<file path="src/rtl/stat_scan_pkg.sv">
// Shared definitions for the status scan reader: FSM state encoding and
// parameter defaults.
package stat_scan_pkg;

   localparam int DATA_W_DEF  = 16;
   localparam int TIMEOUT_DEF = 15;

   typedef enum logic [1:0] {
      ST_IDLE,
      ST_WAIT_RDY,
      ST_SHIFT,
      ST_DONE
   } state_e;

endpackage

</file>
<file path="src/rtl/stat_shreg.sv">
// Right-shifting capture register: parallel load, zero-fill shift, or hold.
module stat_shreg #(
   parameter int DATA_W = 16
) (
   input  logic              clk,
   input  logic              rst_n,
   input  logic              load,
   input  logic              shift,
   input  logic [DATA_W-1:0] load_data,
   output logic              lsb
);

   logic [DATA_W-1:0] shreg_q, shreg_d;

   always_comb begin
      shreg_d = shreg_q;
      if (load)
         shreg_d = load_data;
      else if (shift)
         shreg_d = {1'b0, shreg_q[DATA_W-1:1]};
   end

   always_ff @(posedge clk or negedge rst_n) begin
      if (!rst_n)
         shreg_q <= '0;
      else
         shreg_q <= shreg_d;
   end

   assign lsb = shreg_q[0];

endmodule

</file>
<file path="src/rtl/stat_scan_rd.sv">
// Status read sequencer: waits for a valid status word, snapshots it and
// serialises it LSB first under scan-chain back-pressure.
//
//   state    | meaning
//   IDLE     | waiting for rd_req
//   WAIT_RDY | waiting for stat_ready, timeout counter running
//   SHIFT    | presenting shreg[0] on scan_out, one bit per shift_en
//   DONE     | one-cycle rd_done pulse, rd_err reflects timeout
module stat_scan_rd
   import stat_scan_pkg::*;
#(
   parameter int DATA_W  = DATA_W_DEF,
   parameter int TIMEOUT = TIMEOUT_DEF
) (
   input  logic              clk,
   input  logic              rst_n,
   input  logic [DATA_W-1:0] stat_rdata,
   input  logic              stat_ready,
   input  logic              rd_req,
   input  logic              shift_en,
   output logic              scan_out,
   output logic              scan_valid,
   output logic [DATA_W-1:0] snap_data,
   output logic              rd_busy,
   output logic              rd_done,
   output logic              rd_err
);

   localparam int BIT_W = (DATA_W > 1) ? $clog2(DATA_W) : 1;
   localparam int TMO_W = $clog2(TIMEOUT + 1);

   state_e            state_q, state_d;
   logic [BIT_W-1:0]  bit_cnt_q, bit_cnt_d;
   logic [TMO_W-1:0]  tmo_cnt_q, tmo_cnt_d;
   logic [DATA_W-1:0] snap_q, snap_d;
   logic              err_q, err_d;
   logic              valid_q, valid_d;
   logic              busy_q, busy_d;
   logic              done_q, done_d;
   logic              sh_load, sh_shift;

   always_comb begin
      state_d   = state_q;
      bit_cnt_d = bit_cnt_q;
      tmo_cnt_d = tmo_cnt_q;
      snap_d    = snap_q;
      err_d     = err_q;
      sh_load   = 1'b0;
      sh_shift  = 1'b0;

      unique case (state_q)
         ST_IDLE: begin
            if (rd_req) begin
               state_d   = ST_WAIT_RDY;
               err_d     = 1'b0;
               tmo_cnt_d = '0;
            end
         end
         ST_WAIT_RDY: begin
            if (stat_ready) begin
               sh_load   = 1'b1;
               snap_d    = stat_rdata;
               bit_cnt_d = '0;
               state_d   = ST_SHIFT;
            end else if (tmo_cnt_q == TMO_W'(TIMEOUT - 1)) begin
               err_d   = 1'b1;
               state_d = ST_DONE;
            end else begin
               tmo_cnt_d = tmo_cnt_q + 1'b1;
            end
         end
         ST_SHIFT: begin
            if (shift_en) begin
               sh_shift = 1'b1;
               // Counter holds on the last bit so it never wraps.
               if (bit_cnt_q == BIT_W'(DATA_W - 1))
                  state_d = ST_DONE;
               else
                  bit_cnt_d = bit_cnt_q + 1'b1;
            end
         end
         ST_DONE: state_d = ST_IDLE;
         default: state_d = ST_IDLE;
      endcase

      // Status outputs are registered copies of the upcoming state.
      valid_d = (state_d == ST_SHIFT);
      busy_d  = (state_d != ST_IDLE);
      done_d  = (state_d == ST_DONE);
   end

   always_ff @(posedge clk or negedge rst_n) begin
      if (!rst_n) begin
         state_q   <= ST_IDLE;
         bit_cnt_q <= '0;
         tmo_cnt_q <= '0;
         snap_q    <= '0;
         err_q     <= 1'b0;
         valid_q   <= 1'b0;
         busy_q    <= 1'b0;
         done_q    <= 1'b0;
      end else begin
         state_q   <= state_d;
         bit_cnt_q <= bit_cnt_d;
         tmo_cnt_q <= tmo_cnt_d;
         snap_q    <= snap_d;
         err_q     <= err_d;
         valid_q   <= valid_d;
         busy_q    <= busy_d;
         done_q    <= done_d;
      end
   end

   // Every load is fully shifted out (or cleared by reset), so the LSB is 0
   // whenever the FSM is outside SHIFT.
   stat_shreg #(.DATA_W(DATA_W)) u_shreg (
      .clk       (clk),
      .rst_n     (rst_n),
      .load      (sh_load),
      .shift     (sh_shift),
      .load_data (stat_rdata),
      .lsb       (scan_out)
   );

   assign scan_valid = valid_q;
   assign snap_data  = snap_q;
   assign rd_busy    = busy_q;
   assign rd_done    = done_q;
   assign rd_err     = err_q;

endmodule

</file>
<file path="config.mk">
export PLATFORM = sky130hd
export DESIGN_NAME = stat_scan_rd
export DESIGN_NICKNAME = d
export VERILOG_FILES = /design/src/rtl/stat_scan_pkg.sv /design/src/rtl/stat_shreg.sv /design/src/rtl/stat_scan_rd.sv
export SDC_FILE = /design/constraint.sdc
export NUM_CORES = 1
export LEC_CHECK = 0
export CAP_MARGIN = 20
export CORE_MARGIN = 3
export CORE_UTILIZATION = 25
export CTS_BUF_LIST = sky130_fd_sc_hd__clkbuf_16
export DETAILED_ROUTE_END_ITERATION = 12
export HOLD_SLACK_MARGIN = 0.03
export PLACE_DENSITY = 0.48
export SLEW_MARGIN = 20
export SYNTH_ARGS = -nofsm -noshare
export SYNTH_HDL_FRONTEND = slang
export SYNTH_SLANG_ARGS = --single-unit
</file>
<file path="constraint.sdc">
create_clock -name clk -period 3.3 [get_ports clk]
set_input_delay 0.495 -clock clk [delete_from_list [all_inputs] [get_ports clk]]
set_output_delay 0.495 -clock clk [all_outputs]
set_load 0.01 [all_outputs]
</file>
==> run metrics <==
status complete, no violations; layout cells sized above 1 8.86%; Post-Place Cell Area approximately 0.0025 mm2; DR WL met2 about 1900 um; die width 96.0 um; syn nets 220; Hold Buf Count CTS 0; crit-path leading delay family simple AND/OR/NAND/NOR gates; initial antenna violation count 0; Final Hold Vio Count 0; Slew HR between 40% and 50%; largest fanout on the critical path 11; DRC errors left 0; crit path DAT approximately 2.1 ns; Layout Cells excl Fill between 300 and 400; CTS tree done; GRT overflow 0; CTS root buffer clkbuf_16; Core ar. about 0.0078 mm2; Buf/Inv on CP 0; Post-Route Skew roughly 0.0055 ns; Max-Cap Viols 0; Antenna diodes 0; DP HPWL slightly below 3000 um; Post-CTS Repair Setup Buffers 0; RSZ-0062 raised after global routing no; Yosys cell types 33; Area growth syn-to-layout 32.7%; Syn Inst Count between 150 and 200; Area contributors post-synth dfrtp_1 (57%), nand2_1 (10%), mux2i_1 (7.9%); worst skew pair latency roughly 0.28 ns; Initial Utilization 25.9%; post-cts resize count 0; Via density 4.34; Cells after DPL 331; uppermost routed layer met4; CP startpoint kind flop; power per cell area ~860 mW/mm2; htree depth 2; Die Area approximately 0.0092 mm2; Slowest cell on crit path dfrtp_1; Final setup viols 0; first-pass GRT wire length between 7000 and 8000 um; Buffers on Ports 41; Initial DRC Count 65; routed wire length 4260 um; Setup TNS 0 ns; fin area approximately 0.0027 mm2; gpl congestion around 0.73; clk sinks between 40 and 50; crit path cell chain nand3b_1 > nand2b_1 > o211ai_1 > o31ai_1; HP Class in -> async; standard-cell rows 32; mean post-synth cell area slightly above 10 um2; Max Fclk 517 MHz; Slew @ Worst Pin slightly above 0.8 ns; Yosys top cell by area dfrtp_1; via count about 1500; met3 WL 188 um; leak pwr about 1.3 nW; clock slew at reported path FFs 0.06 ns; Ports 42; Seq cells post-synth 46; CTS buffer count 5; max-slew violations 0; nets 260; VDD IR max around 0.23 mV; pin count of the biggest net entering global routing 47; cell area after synthesis 0.00203 mm2; Setup crit end kind flop; vias in the first global route ~1500; post-route ant nets 0; Die H around 96 um; Worst Path Required approximately 3.5 ns; period utilization about three fifths; utilization after layout 34.4%; sequential share of the synthesized area a little under three fifths; Total Routing Usage GR about a tenth; slowest stage delay, CP roughly 0.61 ns; min Tclk post-route 1.93 ns; Bufs on Longest Clock Path 2; yosys warns 0; Wirelength per Cell between 10 and 15 um; critical path class reg -> reg; WL met1 between 2000 and 2500 um; Synth top area share roughly 57%; Detailed Routing Iterations Pass 1 3
per-layer routing:
metal	GRT usage (%)	vias to the layer above
met3	2.74	5
met2	14.9	26
met1	13.9	699
li1	-	742
met4	4.27	0
met5	0	-
synthesized netlist by cell type:
cell type,count
o211ai_1,2
buf_2,6
a21oi_1,5
nand3_1,6
nand2b_1,2
o41ai_1,1
nand4_1,1
mux2_4,1
nor2b_1,1
nand3b_1,1
a31oi_1,1
inv_2,1
o31ai_1,1
nand3_2,1
a21oi_4,1
nand2_1,55
o21ai_0,18
nand2b_4,1
o22ai_1,2
a31o_2,1
a2111oi_2,1
buf_6,1
inv_1,5
nor2_1,5
mux2i_1,16
dfrtp_1,46
mux2_2,1
and3_1,3
buf_4,3
ha_1,3
nor3_1,2
nor3_2,1
nor2b_2,1
final timing paths:
| check | from | endpoint | slack (ns) | depth (start not counted) |
|---|---|---|---|---|
| max | state_q[1] | bit_cnt_q[3] | 1.37 | 4 |
| min | rst_n | tmo_cnt_q[2] | 0.22 | 1 |
| max reg2reg | state_q[1] | bit_cnt_q[3] | 1.37 | 4 |
| min reg2reg | snap_data[1] | snap_data[1] | 0.47 | 2 |
| max in group asynchronous | rst_n | bit_cnt_q[3] | 2.68 | 1 |
| min in group clk | snap_data[1] | snap_data[1] | 0.47 | 2 |
area by class of cell:
type                       instances  area, um2
clock buffer                       5        125
timing repair buffer              43        423
tap                              102        128
clock inverter                     3       43.8
multi-input combinational        134        795
sequential                        46       1150
inverter                           6       22.5
fill                             802       5120
stage by stage:
stage / total power (W) / setup slack (ns) / hold WS, ns
floorplan: 0.00143 / 1.76 / 0.199
global placement: 0.00176 / 1.07 / 0.459
detailed placement: 0.00177 / 1.04 / 0.462
CTS: 0.00236 / 1.34 / 0.447
global route: 0.00250 / 1.17 / 0.267
finish: 0.00232 / 1.37 / 0.218
power by group:
part / internal (W) / leakage, nW / switching [W]
sequential: 0.000793 / 0.584 / 0.000158
combinational: 0.000408 / 0.635 / 0.000389
clock: 0.000358 / 0.0842 / 0.000209
total: 0.00156 / 1.30 / 0.000757
logic make-up after synthesis:
group	Yosys count	synth area share, %
buf+inv	16	4.26
flops	46	56.8
mux	18	9.20
fa+ha+maj	3	1.85
compound gates	33	10.1
simple gates	80	17.7
layout by cell type (no fill, tap or decap), types with 2 or more instances in the layout:
master           synthesis  final
mux2i_1                 16     16
nand2b_1                 2      2
inv_1                    5      5
nor2_1                   5      5
nand3_1                  6      6
o21ai_0                 18     18
o211ai_1                 2      2
buf_4                    3      3
and3_1                   3      3
clkdlybuf4s50_1          0     40
clkbuf_16                0      5
ha_1                     3      3
a21oi_1                  5      5
nor3_1                   2      2
dfrtp_1                 46     46
o22ai_1                  2      2
nand2_1                 55     55
sequential cells by signal, indices dropped and copies added, names as in the netlist:
name	count
u_shreg.shreg_q	16
state_q	2
snap_data	16
rd_err	1
rd_busy	1
rd_done	1
scan_valid	1
tmo_cnt_q	4
bit_cnt_q	4
(Power assumes the default switching activity.)
